`src/rtl/dmem_param.sv`:
```
// Parametrised single-port data RAM with a hardware zero-fill sequencer; read is 0-cycle (READ_MODE=0) or 1-cycle (READ_MODE=1).
// Backpressure: busy is high while the clear runs, and every access presented during that time is dropped.
module dmem_param #(
  parameter int DATA_W         = 8,
  parameter int ADDR_W         = 4,
  parameter int READ_MODE      = 0,
  parameter int CLEAR_ON_RESET = 1
) (
  input  logic              clk,
  input  logic              rst_n,
  input  logic              E,
  input  logic              WE,
  input  logic [ADDR_W-1:0] Addr,
  input  logic [DATA_W-1:0] DI,
  input  logic              clr,
  output logic [DATA_W-1:0] DO,
  output logic              rd_valid,
  output logic              busy
);
  localparam int DEPTH = 2 ** ADDR_W;

  typedef enum logic {IDLE, CLEAR} state_t;
  localparam state_t RST_STATE = (CLEAR_ON_RESET != 0) ? CLEAR : IDLE;

  state_t            state, state_nxt;
  logic [ADDR_W-1:0] clr_addr, clr_addr_nxt;
  logic [DATA_W-1:0] mem [DEPTH];
  logic              wr_en;

  always_ff @(posedge clk or negedge rst_n) begin
    if (!rst_n) begin
      state    <= RST_STATE;
      clr_addr <= '0;
    end else begin
      state    <= state_nxt;
      clr_addr <= clr_addr_nxt;
    end
  end

  always_comb begin
    state_nxt    = state;
    clr_addr_nxt = clr_addr;
    case (state)
      IDLE: begin
        if (clr) begin
          state_nxt    = CLEAR;
          clr_addr_nxt = '0;
        end
      end
      CLEAR: begin
        // Single pass: the edge that zeroes the last word returns to IDLE.
        if (&clr_addr) begin
          state_nxt    = IDLE;
          clr_addr_nxt = '0;
        end else begin
          clr_addr_nxt = clr_addr + ADDR_W'(1);
        end
      end
      default: begin
        state_nxt    = IDLE;
        clr_addr_nxt = '0;
      end
    endcase
  end

  assign busy  = (state == CLEAR);
  assign wr_en = !busy && E && WE && !clr;

  // Array has no reset; the sequencer is the only way to zero it.
  always_ff @(posedge clk) begin
    if (busy) begin
      mem[clr_addr] <= '0;
    end else if (wr_en) begin
      mem[Addr] <= DI;
    end
  end

  generate
    if (READ_MODE == 0) begin : g_comb_rd
      assign DO       = (E && !busy) ? mem[Addr] : '0;
      assign rd_valid = E && !busy && !WE;
    end else begin : g_reg_rd
      logic rd_acc;
      assign rd_acc = E && !WE && !busy && !clr;

      // DO holds the last accepted read; write cycles never load it.
      always_ff @(posedge clk or negedge rst_n) begin
        if (!rst_n) begin
          DO       <= '0;
          rd_valid <= 1'b0;
        end else begin
          rd_valid <= rd_acc;
          if (rd_acc) begin
            DO <= mem[Addr];
          end
        end
      end
    end
  endgenerate

endmodule
```
`config.mk`:
```
export PLATFORM = sky130hd
export DESIGN_NAME = dmem_param
export DESIGN_NICKNAME = d
export VERILOG_FILES = /design/src/rtl/dmem_param.sv
export SDC_FILE = /design/constraint.sdc
export NUM_CORES = 1
export LEC_CHECK = 0
export CORE_ASPECT_RATIO = 1.2
export CORE_MARGIN = 3
export CORE_UTILIZATION = 35
export DETAILED_ROUTE_END_ITERATION = 7
export DONT_BUFFER_PORTS = 1
export PLACE_DENSITY = 0.5
export SETUP_SLACK_MARGIN = 0.4
export SLEW_MARGIN = 40
export SYNTH_ARGS = -nofsm -noshare
export SYNTH_HDL_FRONTEND = slang
export SYNTH_SLANG_ARGS = --single-unit
```
`constraint.sdc`:
```
create_clock -name clk -period 2.6 [get_ports clk]
set_input_delay 0.39 -clock clk [delete_from_list [all_inputs] [get_ports clk]]
set_output_delay 0.39 -clock clk [all_outputs]
set_load 0.02 [all_outputs]
```
* Word-level counts from Yosys, hierarchy flattened *
Memory sizes are Yosys's and may differ from the RTL's.
Cells that the tools add are included.

storage, ports and cells
  memories kept = 1
  flip-flop bits (word level) = 5
  output and inout bits = 10
  logic and storage cells = 30
  memory bits (writable) = 128
  input bits = 17

memories
  name  words  bits a word  rd ports  clocked after memory_dff  wr ports  line  source
  mem   16     8            1         0                         1         27    logic [DATA_W-1:0] mem [DEPTH];

cells by class
  mux-type cells = 15
  bitwise operators = 1
  equal/unequal tests = 1
  reductions and logical operators = 9
  add/subtract/negate cells = 1

operators with widths
  operator                                       count
  2-to-1 mux 8 bit                               2
  2-to-1 mux 4 bit                               3
  2-to-1 mux 1 bit                               8
  case mux 4 bit (2 select lines)                1
  OR reduction 8 bit                             1
  adder 4 x 1 -> 4 bit (second input constant)   1
  logical AND 1 bit                              4
  AND reduction 4 bit                            1
  zero test 1 bit                                3
  inequality test 2 bit (second input constant)  1
  case mux 1 bit (2 select lines)                1
  inverter 1 bit                                 1

* Logic depth before layout (Yosys ltp) *
Gate-level depths: netlist of run 1.

  depth in word-level cells = 9
  gate-level depth with buffers = 7
  depth with buffers taken out = 5

* Worst setup path after synthesis of run 1 *
Ideal clock, no wire load.

  path kind = reg2reg
  from = register state, in the netlist busy
  to = memory mem[1][0] (enable)
  slack = 463 ps
  data required time = 2,230 ps
  period minus slack after synthesis = 2,137 ps
  cell stages (with the launch flop) = 7
  data arrival time = 1,766 ps
  buffers on the path = 2
  setup time = 370 ps
  cell sequence = dfstp_2 -> buf_6 -> and4bb_2 -> buf_2 -> nor3b_1 -> a31oi_1 -> nor2_1

between the ends
  longest elaborated chain between the ends = 9
  elaborated cells on any way between the ends = 12
  those cells by class = mux (7); reduce/logical (5)

ends and longest elaborated chain
  element                                                                       line  source
  start, declared                                                               25    state_t state, state_nxt;
  start signal, assigned                                                        35    state <= state_nxt;
  zero test 1 bit                                                               67    assign wr_en = !busy && E && WE && !clr;
  logical AND 1 bit (3 in a row)                                                67
  2-to-1 mux 1 bit                                                              73    end else if (wr_en) begin
  2-to-1 mux 1 bit                                                              71    if (busy) begin
  2-to-1 mux 1 bit (not written as such)                                        74    mem[Addr] <= DI;
  OR reduction 8 bit (no source line)                                           -
  2-to-1 mux 4 bit (no source line) / 2-to-1 mux 1 bit (equally long branches)  -
  end, declared                                                                 27

Parallel ways exist; a longest one is shown, timed or not.

* Worst setup path in the final report of run 1 *
  from = register state, in the netlist busy
  to = memory mem[13][0] (enable)

The elaborated chain is that of the path after synthesis.

==> results by group, run 1 <==
Detailed routing
  • Routed len/inst: between 20 and 25 um
  • Drt pass-1 iters: 4
  • Drt initial violations: 308
  • Highest Signal Layer: met4
  • Met2 wire len: 6500 um
  • Post-route ant nets: 0
  • Via count: 2866
  • Remaining DRCs: 0
  • Via density: between 5 and 6
  • Met3 Wirelength: 606 um
  • WL met1: 5040 um
  • Final WL: 12300 um

Die
  • Core footprint: between 0.015 and 0.02 sq mm
  • DIE AREA: 0.0172 sq mm
  • Initial core utilization: 0.361
  • FP Rows: 49
  • I/O pins: 27
  • Die Width: 120 um
  • Die Ht: 143 um

Finish
  • Fin nets: 347
  • Fraction of layout cells with a size suffix above 1: 0.298
  • Most common cell after layout, fill and taps aside: edfxtp_1
  • Commonest non-fill, non-tap cells in the layout: edfxtp_1, mux2i_1, clkbuf_16
  • Diode count: 0
  • Area grow syn2layout: 21.5%
  • Fillers: approximately 1400

Synthesis
  • EDFF count, synth: 128
  • Syn nets: 322
  • Post-Syn Area: 0.00549 sq mm
  • Seq/Total Area, Yosys: 0.723
  • Synth cell types: 37
  • Compound-Gate Fraction of Synth Area: 0.0549
  • #FFs+latches synth: 133
  • Synth Area in XOR/XNOR: 0
  • Yosys top cell area share: 0.700
  • Largest family of logic cells by synthesized area: multiplexers
  • Synth warn: 0
  • Synth Area in Simple Gates: 0.0586
  • Mux cell area share after synthesis: 0.134
  • Area leader, netlist: edfxtp_1
  • Syn avg cell area: 18.1 sq um
  • Adder-Cell Fraction of Synth Area: 0.00228
  • Post-Synthesis Cells: 304
  • Ys async rst share: 0.0376
  • Leading post-synthesis cells by cell area: edfxtp_1, mux4_2, mux2i_1
  • Top_reg_cell synth: edfxtp_1

Worst setup path
  • Critical path data arrival time: 2.47 ns
  • CP endpoint kind: register
  • CP Buf/Inv Count: 0
  • Startpoint types: register
  • Critical path's slowest cell: a31oi_1
  • Critical Path Fanout Max: 20
  • WS Path Type: reg -> reg
  • Crit path cell chain: and4bb_2 > nor3b_1 > a31oi_1 > nor2_2
  • CP top delay family: simple AND/OR/NAND/NOR gates
  • CP required: 2.70 ns
  • Slowest stage delay, CP: 0.66 ns

STA
  • RSZ-0062 raised after global routing: yes
  • Relative slew slack: 0.424
  • Endpoints failing setup: 0
  • Fmax: 0.423 GHz
  • Final Hold Viols: 0
  • Final period util: 0.910
  • Max Slew Vio Count: 0
  • Worst Tran Pin Value: approximately 0.86 ns
  • Layout Skew: 0.00618 ns
  • Setup WS post-layout: around 0.23 ns
  • Total negative setup slack: 0 ns
  • Tmin final: 2.37 ns

Run status
  • Status: complete, no violations

Clock network
  • Clock root buffer: clkbuf_16
  • CTS Sinks: 133
  • CTS tree: yes
  • Skew-Pair Late Insertion Delay: 0.41 ns
  • Htree depth: 4
  • CTS Buf Count: 17
  • CTS max path bufs: 2
  • Clock transition at path regs: 0.06 ns

Placement
  • # port buffers: 0
  • RD Place Congestion: 0.837
  • DPL Wire Length: 7910 um
  • Place WS: 0.0724 ns

Power
  • Pleak: ~2.2 nW
  • Pwr Density: 995 mW/mm^2
  • VDD IR-drop max: 0.575 mV

Job
  • Max cap viols: 0

Global routing
  • Pin count of the biggest net entering global routing: 46
  • Vias in the first global route: 2844
  • Initial antenna violation count: 0
  • Global-route wire length before repair: 18200 um
  • Total grt overflow: 0
  • All-layer global routing usage: 0.151

Min path
  • HP Class: in -> reg
[synthesized netlist by cell type, drive strengths merged, types with 2 or more instances]
cell type / instances
mux2i: 21
a21oi: 4
nand2: 15
edfxtp: 128
and2: 9
nand2b: 2
inv: 4
dfrtp: 4
a32oi: 2
o21ai: 2
nor3: 2
nor2: 24
nand3: 6
nor3b: 2
buf: 12
clkbuf: 3
mux4: 22
a31oi: 6
nor2b: 4
o211ai: 7
a22oi: 15
[timing repair]
| item | CTS | global route |
|---|---|---|
| gates cloned | 1 | 0 |
| setup buffers | 3 | 2 |
| hold endpoints to repair | 5 | 0 |
| setup endpoints to repair | 136 | 128 |
| resized for setup | 29 | 19 |
| hold buffers | 1 | 0 |
| pin swaps | 3 | 5 |
[sequential cells by signal, summed over array words and instances (netlist names)]
name	count
mem	128
clr_addr	4
busy	1
[where the power goes]
part | total, mW | switching (mW) | leakage [nW] | internal [mW]
Sequential | 2.87 | 0.121 | 1.26 | 2.75
Clock | 2.75 | 0.869 | 0.324 | 1.88
Combinational | 1.01 | 0.662 | 0.631 | 0.351
[logic make-up (layout without fill, tap and decap cells)]
family,after synthesis,in the layout
buf+inv,20,58
fa+ha+maj,1,1
compound gates,41,41
mux,43,43
simple gates,66,66
flops,133,133
[layout make-up]
class	instances	area, sq um	area share
flip-flops and latches	133	3970	0.595
multi-input cells	151	1550	0.233
clock buffers	17	425	0.0638
clock inverters	15	259	0.0388
well taps	204	255	0.0383
repair buffers	21	189	0.0283
inverters	5	18.8	0.00281
[path summary, 6_finish.rpt]
path	start	endpoint	slack, ns	depth (start not counted)
min reg2reg	clr_addr[2]$_DFFE_PN0P_	clr_addr[2]$_DFFE_PN0P_	0.56	2
max in group asynchronous	rst_n	busy$_DFF_PN1_	2.07	1
max	busy$_DFF_PN1_	mem[13][0]$_DFFE_PP_	0.23	4
max reg2reg	busy$_DFF_PN1_	mem[13][0]$_DFFE_PP_	0.23	4
min in group asynchronous	rst_n	clr_addr[3]$_DFFE_PN0P_	0.27	1
min	clr	clr_addr[0]$_DFFE_PN0P_	0.15	2
[routing by layer]
layer,vias up,track usage
met5,-,0
met4,0,0.0543
met3,8,0.0448
met2,82,0.250
met1,1499,0.188
li1,1277,-
[per-stage QoR]
stage | power, mW | std cells | util | cell area, sq um | hold slack (ns)
6_report | 6.64 | 546 | 0.439 | 6670 | 0.148
5_1_grt | 6.89 | 546 | 0.439 | 6670 | 0.165
4_1_cts | 6.58 | 544 | 0.431 | 6560 | 0.130
3_5_place_dp | 3.70 | 507 | 0.377 | 5730 | 0.0947
3_3_place_gp | 3.68 | 507 | 0.376 | 5720 | 0.0946
2_1_floorplan | 3.47 | 304 | - | 5490 | 0.0944
Note: power is estimated with default switching activity, not from simulation.
==> inputs of run 2 (changes only) <==
Settings changed: ABC_CLOCK_PERIOD_IN_PS set to 2600, GPL_ROUTABILITY_DRIVEN set to 0, SKIP_CTS_REPAIR_TIMING set to 1.
==> results by group, run 2 (synthesis gave the netlist of run 1 again) <==
Power
  • Sw frac: 0.246 (-0.00290)
  • Sequential cell fraction of total power: 0.438 (+0.005)
  • VDD IR-drop max: 0.587 mV (+2.1%)
  • Clock share of power: 0.419 (+0.004)
  • Overall Power: 6.57 mW (-1.1%)
  • Pleak: 2.21 nW (about the same)
  • Switch Pwr: 1.61 mW (-2.2%)
  • Power Internal: 4.95 mW (-0.67%)
  • Pwr Density: 995 mW/mm^2 (about the same)
  • Comb power frac: 0.143 (-0.010)

Detailed routing
  • Routed len/inst: 22.3 um (-1.0%)
  • Post-route ant nets: 0 (unchanged)
  • Drt pass-1 iters: 5 (+1)
  • Via count: 2855 (-0.38%)
  • Final WL: 12200 um (-1.2%)
  • Via density: 5.24 (-0.20%)
  • Drt initial violations: 273 (-11%)
  • Highest Signal Layer: met4
  • Met2 wire len: 6270 um (-3.6%)
  • WL met1: 5090 um (+0.93%)
  • Met3 Wirelength: 608 um (+0.33%)
  • Remaining DRCs: 0 (unchanged)

STA
  • Layout Skew: 0.00454 ns (-0.00164 ns)
  • Tmin final: 2.36 ns (-0.00759 ns)
  • Final period util: 0.907 (-0.00292)
  • Worst Tran Pin Value: 0.846 ns (-0.0139 ns)
  • Endpoints failing setup: 0 (unchanged)
  • Relative slew slack: 0.433 (+0.00932)
  • Fmax: 0.424 GHz (+0.32%)
  • Max Slew Vio Count: 0 (unchanged)
  • Total negative setup slack: 0 ns (unchanged)
  • Final Hold Viols: 0 (unchanged)
  • RSZ-0062 raised after global routing: yes

Die
  • FP Rows: 49 (unchanged)
  • Die Ht: 143 um (unchanged)
  • I/O pins: 27 (unchanged)
  • Core footprint: 0.0152 sq mm (unchanged)
  • DIE AREA: 0.0172 sq mm (unchanged)
  • Die Width: 120 um (unchanged)
  • Initial core utilization: 0.361 (unchanged)

Worst setup path
  • Startpoint types: register
  • Critical path's slowest cell: dfstp_2
  • Crit path cell chain: nand2b_4 > nor2_4 > buf_12 > a22oi_1 > o211ai_1 > buf_4
  • CP endpoint kind: output port
  • RR Startpoint: busy$_DFF_PN1_
  • Critical Path Fanout Max: 10 (-50%)
  • CP required: 2.21 ns (-0.49 ns)
  • WS Path Type: reg -> out
  • Critical path data arrival time: 1.97 ns (-0.50 ns)
  • Worst setup path startpoint: busy$_DFF_PN1_
  • CP top delay family: flip-flops
  • Slowest stage delay, CP: 0.63 ns (-0.03 ns)
  • CP Buf/Inv Count: 2 (+2)

Finish
  • Fraction of layout cells with a size suffix above 1: 0.273 (-0.0255)
  • Largest register by flop count: mem
  • Fin nets: 346 (-0.29%)
  • Area grow syn2layout: 20.2%
  • Max reg flops: 128 (unchanged)
  • Diode count: 0 (unchanged)
  • Commonest non-fill, non-tap cells in the layout: edfxtp_1, mux2i_1, clkbuf_16
  • Most common cell after layout, fill and taps aside: edfxtp_1

Global routing
  • Initial antenna violation count: 0 (unchanged)
  • Vias in the first global route: 2793 (-1.8%)
  • All-layer global routing usage: 0.149 (-0.00173)
  • Total grt overflow: 0 (unchanged)
  • Pin count of the biggest net entering global routing: 46 (unchanged)
  • Global-route wire length before repair: 17900 um (-1.6%)

Clock network
  • CTS tree: yes
  • Skew-Pair Late Insertion Delay: 0.42 ns (about the same)
  • Htree depth: 4 (unchanged)
  • Clock transition at path regs: 0.06 ns (about the same)
  • Clock root buffer: clkbuf_16
  • CTS Sinks: 133 (unchanged)
  • CTS max path bufs: 2 (unchanged)
  • CTS Buf Count: 17 (unchanged)

Placement
  • DPL Wire Length: 7910 um (unchanged)
  • # port buffers: 0 (unchanged)

Min path
  • HP Class: in -> reg
  • Hold Startpoint: clr

Run status
  • Status: complete, no violations

Job
  • Max cap viols: 0 (unchanged)
## run 2: changes by cell type in the layout (fill, tap and decap cells not counted), sizes merged
| cell | delta |
|---|---|
| clkbuf | +1 |
| buf | -2 |
## run 2: cell type report
class | instances | area [sq um]
inverters | 5 | 18.8
flip-flops and latches | 133 | 3970
repair buffers | 20 | 164
clock inverters | 15 | 259
well taps | 204 | 255
clock buffers | 17 | 425
multi-input cells | 151 | 1510
fillers | 1376 | 8610
## run 2: routing by layer
metal	GRT usage	vias to the layer above
met5	0	-
met2	0.247	84
met4	0.0501	0
met1	0.188	1481
li1	-	1276
met3	0.0444	14
## run 2: through the flow
step | setup slack, ns | utilization | cells | hold WS [ns] | instance area, sq um
detailed placement | 0.0724 | 0.377 | 507 | 0.0947 | 5730
global placement | 0.115 | 0.376 | 507 | 0.0946 | 5720
finish | 0.241 | 0.434 | 545 | 0.156 | 6600
CTS | 0.0111 | 0.422 | 539 | -0.358 | 6410
floorplan | 0.463 | - | 304 | 0.0944 | 5490
global route | 0.169 | 0.434 | 545 | 0.176 | 6600
## run 2: final timing paths
kind / end / slack, ns / depth (start not counted)
worst min-delay path: clr_addr[0]$_DFFE_PN0P_ / 0.16 / 2
worst max register to register: mem[6][7]$_DFFE_PP_ / 0.27 / 3
worst min register to register: clr_addr[2]$_DFFE_PN0P_ / 0.57 / 2
max in group asynchronous: busy$_DFF_PN1_ / 2.06 / 1
min in group asynchronous: clr_addr[2]$_DFFE_PN0P_ / 0.27 / 1
worst max-delay path: DO[5] / 0.24 / 6
## run 2: power groups by stage
stage	Combinational (mW)	Clock, mW	Sequential (mW)
floorplan	0.602	0	2.87
global placement	0.793	0	2.89
detailed placement	0.797	0	2.90
CTS	0.798	2.79	2.86
global route	1.02	2.88	2.91
finish	0.938	2.75	2.88
